==> src/rtl/decoder_pkg.sv <==
// Shared widths and constants for the 5-to-32 decoder slice.
// Optional macro DECODER_COMB_OUT_EN is consumed by decoder_5to32_if and decoder_5to32.
package decoder_pkg;

   localparam int unsigned DEC_IN_W   = 5;
   localparam int unsigned DEC_OUT_W  = 32;
   localparam int unsigned DEC_BANK_W = 8;

   localparam logic [DEC_OUT_W-1:0] DEC_NONE = 32'h0;

   // Bank select for the upper two index bits.
   function automatic logic [3:0] predecode_2to4(input logic [1:0] sel);
      logic [3:0] onehot;
      onehot = 4'b0001 << sel;
      return onehot;
   endfunction

endpackage

==> src/rtl/decoder_5to32_if.sv <==
// Select/enable request and registered one-hot response of decoder_5to32.
// Macro DECODER_COMB_OUT_EN adds the unregistered decode D_COMB.
interface decoder_5to32_if
   import decoder_pkg::*;
();

   logic                 EN;
   logic [DEC_IN_W-1:0]  I;
   logic [DEC_OUT_W-1:0] D;
   logic                 VALID;
`ifdef DECODER_COMB_OUT_EN
   logic [DEC_OUT_W-1:0] D_COMB;
`endif

`ifdef DECODER_COMB_OUT_EN
   modport master (output EN, output I, input D, input VALID, input D_COMB);
   modport slave  (input EN, input I, output D, output VALID, output D_COMB);
`else
   modport master (output EN, output I, input D, input VALID);
   modport slave  (input EN, input I, output D, output VALID);
`endif

endinterface

==> src/rtl/decoder_3to8.sv <==
// Combinational 3-to-8 one-hot decoder with enable; all lines low when G=0.
module decoder_3to8
   import decoder_pkg::*;
(
   input  logic [2:0]            I,
   input  logic                  G,
   output logic [DEC_BANK_W-1:0] D
);

   always_comb begin
      D = '0;
      if (G) begin
         D = 8'b0000_0001 << I;
      end
   end

endmodule

==> src/rtl/decoder_5to32.sv <==
// Registered 5-to-32 one-hot decoder: 2-to-4 bank predecode feeding four gated 3-to8 decoders.
// Macro DECODER_COMB_OUT_EN exposes the unregistered decode on D_COMB.
module decoder_5to32
   import decoder_pkg::*;
#(
   parameter int unsigned IN_WIDTH = 5
) (
   input  logic             CLK,
   input  logic             RST,
   decoder_5to32_if.slave   bus
);

   localparam int unsigned OUT_WIDTH = 1 << IN_WIDTH;

   if (IN_WIDTH != DEC_IN_W) begin : g_width_check
      $error("decoder_5to32 supports IN_WIDTH=5 only");
   end

   logic [3:0]           bank_sel;
   logic [OUT_WIDTH-1:0] dec_comb;
   logic [OUT_WIDTH-1:0] d_q;
   logic                 valid_q;

   // EN is folded into the bank select so every sub-decoder is gated by it.
   always_comb begin
      bank_sel = 4'b0000;
      if (bus.EN) begin
         bank_sel = predecode_2to4(bus.I[4:3]);
      end
   end

   for (genvar b = 0; b < 4; b++) begin : g_bank
      decoder_3to8 u_dec (
         .I (bus.I[2:0]),
         .G (bank_sel[b]),
         .D (dec_comb[b*DEC_BANK_W +: DEC_BANK_W])
      );
   end

   always_ff @(posedge CLK) begin
      if (!RST) begin
         d_q     <= DEC_NONE;
         valid_q <= 1'b0;
      end else begin
         d_q     <= dec_comb;
         valid_q <= bus.EN;
      end
   end

   assign bus.D     = d_q;
   assign bus.VALID = valid_q;

`ifdef DECODER_COMB_OUT_EN
   assign bus.D_COMB = dec_comb;
`endif

endmodule

==> src/flat_wrapper.sv <==
// flat-port wrapper written by rule: the top's interface ports become plain ports
module decoder_5to32_flat import decoder_pkg::*;
#(
   parameter int unsigned IN_WIDTH = 5
)
  (CLK, RST, bus_EN, bus_I, bus_D, bus_VALID);
  decoder_5to32_if bus_i ();
  input  logic CLK;
  input  logic RST;
  input wire logic [$bits(bus_i.EN)-1:0] bus_EN;
  input wire logic [$bits(bus_i.I)-1:0] bus_I;
  output wire logic [$bits(bus_i.D)-1:0] bus_D;
  output wire logic [$bits(bus_i.VALID)-1:0] bus_VALID;
  assign bus_i.EN = bus_EN;
  assign bus_i.I = bus_I;
  assign bus_D = bus_i.D;
  assign bus_VALID = bus_i.VALID;
  decoder_5to32 #(.IN_WIDTH(IN_WIDTH)) u_core (.CLK(CLK), .RST(RST), .bus(bus_i));
endmodule
==> config.mk <==
export PLATFORM = sky130hd
export DESIGN_NAME = decoder_5to32_flat
export DESIGN_NICKNAME = d
export VERILOG_FILES = /design/src/rtl/decoder_pkg.sv /design/src/rtl/decoder_5to32_if.sv /design/src/rtl/decoder_3to8.sv /design/src/rtl/decoder_5to32.sv /design/src/flat_wrapper.sv
export SDC_FILE = /design/constraint.sdc
export NUM_CORES = 1
export LEC_CHECK = 0
export ABC_AREA = 1
export ABC_CLOCK_PERIOD_IN_PS = 800
export CAP_MARGIN = 0
export CORE_ASPECT_RATIO = 0.6
export CORE_UTILIZATION = 30
export CTS_BUF_LIST = sky130_fd_sc_hd__clkbuf_8 sky130_fd_sc_hd__clkbuf_16
export CTS_CLUSTER_DIAMETER = 100
export DETAILED_ROUTE_END_ITERATION = 8
export GPL_ROUTABILITY_DRIVEN = 1
export SYNTH_ARGS = -nofsm -noshare
export SYNTH_HDL_FRONTEND = slang
export SYNTH_HIERARCHICAL = 1
export SYNTH_SLANG_ARGS = --single-unit
export TNS_END_PERCENT = 50
==> constraint.sdc <==
create_clock -name CLK -period 0.8 [get_ports CLK]
set_input_delay 0.16 -clock CLK [delete_from_list [all_inputs] [get_ports CLK]]
set_output_delay 0.16 -clock CLK [all_outputs]
set_load 0.1 [all_outputs]
**Word-level counts from Yosys, hierarchy flattened**

Index checks and enable logic that the tools add are counted.
Widths: inputs -> output; s select.

- Register bits: 33
- Output and inout port bits: 33
- Word-level logic and storage cells: 12
- Input bits: 8

- Muxes and demuxes: 1
- Shifts and indexed selects: 2
- Reduce and logical (&&, ||, !) cells: 4

Operators with widths:

| kind | count |
|---|---|
| $reduce_and 2->1 | 4 |
| $shl 1x3->8 const A | 1 |
| $mux 4 | 1 |
| $shl 1x2->4 const A | 1 |

**Depth between registers and ports, before layout**

- Word-level depth: 3
- Mapped depth: 7

**Hierarchy**

The synthesis kept the hierarchy.

Modules (own cells, without submodules):

| module | sequential area each (um2) | cells each | instances | area each (um2) |
|---|---|---|---|---|
| decoder_5to32 | 660.6 | 111 | 1 | 1012.2 |
| decoder_3to8 | 0.0 | 17 | 4 | 63.8 |

**Worst setup path before layout**

Ideal clock, no wire load.

- Path kind: reg2out
- Start: reg u_core.d_q[0], in the netlist u_core/bus.D[0]
- End: out bus_D[0]
- Slack: -0.269 ns
- Stages on the path, launching flop included: 1
- Arrival: 0.909 ns
- Required time: 0.640 ns
- Path through: dfxtp_1

RTL lines:

| what | RTL line | source |
|---|---|---|
| start, declared | decoder_5to32.sv:21 | `logic [OUT_WIDTH-1:0] d_q;` |
| start signal, assigned | decoder_5to32.sv:45 | `d_q <= dec_comb;` |
| end, declared | flat_wrapper.sv:12 | `output wire logic [$bits(bus_i.D)-1:0] bus_D;` |

No word-level cell between the ends.

**Final worst setup path**

- Start: reg u_core.d_q[0], in the netlist u_core/bus.D[0]
- End: out bus_D[0]

No word-level cell between the ends.

==> out/metrics.csv <==
metric,value,unit
Die Y,52.4,microns
VDD IR max,902,uV
vias in the first global route,943,
minimum hold slack,0.248,ns
CP endpoint kind,output port,
post-synthesis cell type count,8,
Vias,1077,
global-route met3 utilization,0.0709,
gpl congestion,0.721,
largest net degree at the start of global routing,34,
RSZ-0062 raised after global routing,true,
Lkg Pwr,1.19,nW
First-pass DRT Iterations,4,
total nets after synthesis,187,
fmax,1.03,GHz
setup ws final,-0.174,ns
Critical-path top delay cell,dfxtp_2,
Via density,3.81,
Multi-input gate area,407,sq um
PwrDens,1440,mW/mm^2
CP Class,flop to output port,
core area,0.00385,sq mm
ANT cells,0,
# setup viols final,33,
layer with the highest usage,met2,
IO Pins,41,
Clock Tree Root,clkbuf_8,
CP Data Required Time,0.64,ns
port bufs,40,
share of layout cells above drive strength 1,0.420,
"Period Utilization, post-route",1.22,
Clock Pin Slew Worst Setup and Hold Paths,0.07,ns
HP Class,input pin to flop,
DP HPWL,1760,microns
met1 Usage GRT,0.149,
"Slew Viols, Final",0,
# hold bufs at CTS,0,
"most common cell after layout, fill and taps aside",nand2_1,
initial antenna violation count,0,
WP data arrival,0.81,ns
Tot GR Track Use,0.125,
final setup TNS,-5.07,ns
met2 usage,0.175,
die width,85.9,microns
post-synthesis sequential area ratio,0.521,
# clock sinks,33,
first-pass GRT wire length,4130,microns
cell family with most CP delay,flip-flops,
Post-Layout Cell Count,283,
number of remaining DRC errors,0,
failing checks,setup timing,
Final Net Count,233,
syn avg cell area,7.08,sq um
die area,0.00450,sq mm
# rows,17,
Mapped Cells,179,
"commonest non-fill, non-tap cells in the layout","nand2_1 (49), inv_1 (48), buf_12 (36)",
Setup crit start kind,flop,
Detail Route Antenna Nets,0,
Final min period,0.974,ns
dpl cells,275,
Max Fanout on Critical Path,1,
initial DRC count,47,
Layout area overhead,75.3,%
final hold violation count,0,
number of max-cap violations,0,
worst path bufs/invs,1,
DR WL/cell,8.46,microns
YS warnings,6,
CP max stage delay,0.36,ns
Reg area,702,sq um
Initial Util,0.329,
CTS H-tree lvls,2,
grt total ovfl,0,
cts bufs inserted,5,
synthesized area,0.00127,sq mm
CTS max path bufs,2,
#FFs+latches synth,33,
post-CTS setup buffer count,0,
slew of the pin with the lowest slew margin,0.296,ns
status,"finished, violations left",
CTS tree,yes,
Filler cells,362,
relative slew slack,0.802,
worst-path cell chain,buf_12,
final wirelength,2390,microns
-- logic make-up (layout without fill, tap and decap cells) --
logic type / after synthesis / after routing / share of synthesized area
buffers and inverters: 51 / 98 / 0.188
AND/OR/NAND/NOR: 95 / 95 / 0.291
flip-flops: 33 / 33 / 0.521
-- registers in the layout (all words and copies together), names as in the netlist --
signal,cells
u_core/bus.D,32
u_core/bus.VALID,1
-- cell usage after synthesis --
cell type   n  share of area
buf_12      1          0.016
buf_6       1         0.0089
buf_8       2          0.024
dfxtp_1    33           0.52
inv_1      47           0.14
nand2_1    54           0.16
nand2_2     5          0.025
nor2_1     36           0.11
-- power breakdown --
| part | internal [mW] | switching (mW) |
|---|---|---|
| clock network | 0.589 | 0.594 |
| logic | 0.127 | 0.224 |
| registers | 1.66 | 0.00964 |
| total | 2.37 | 0.828 |
-- per-layer routing --
metal	share of wire	routed length, microns
met1	0.47	1130
met2	0.41	991
met3	0.096	230
met4	0.017	40
met5	0	0
-- metrics by stage --
stage | cell area [sq um] | worst slack [ns] | total power, mW | util
after floorplan | 1290 | -0.269 | 1.91 | -
after CTS | 2210 | -0.184 | 3.24 | 0.574
after detailed placement | 2090 | -0.541 | 2.05 | 0.542
after global placement | 2090 | -0.525 | 2.05 | 0.542
after global routing | 2220 | -0.197 | 3.34 | 0.577
final | 2220 | -0.174 | 3.20 | 0.577
-- worst paths after layout --
path,start,to,slack (ns),cells past startpoint
setup / recovery,u_core/bus.D[0],bus_D[0],-0.17,1
hold / removal,bus_EN,u_core/bus.VALID,0.25,3
-- timing repair --
item                                    CTS  global route
pin swaps                                 8             4
cloned                                    0             0
endpoints found under the setup margin   65            66
resized for setup                        32             9
-- final cells by class --
cell class | count | share of cell area
Timing Repair Buffer | 43 | 0.352
Tap cell | 57 | 0.0321
Clock buffer | 5 | 0.0310
Sequential cell | 33 | 0.316
Inverter | 47 | 0.0794
Multi-Input combinational cell | 95 | 0.183
Clock inverter | 3 | 0.00619
-- tightest hold or removal path: cells and delay by family --
kind                   cells  cell delay, ns
buffers and inverters      2            0.28
AND/OR/NAND/NOR            1            0.06
Note: power is estimated with default switching activity, not from simulation.
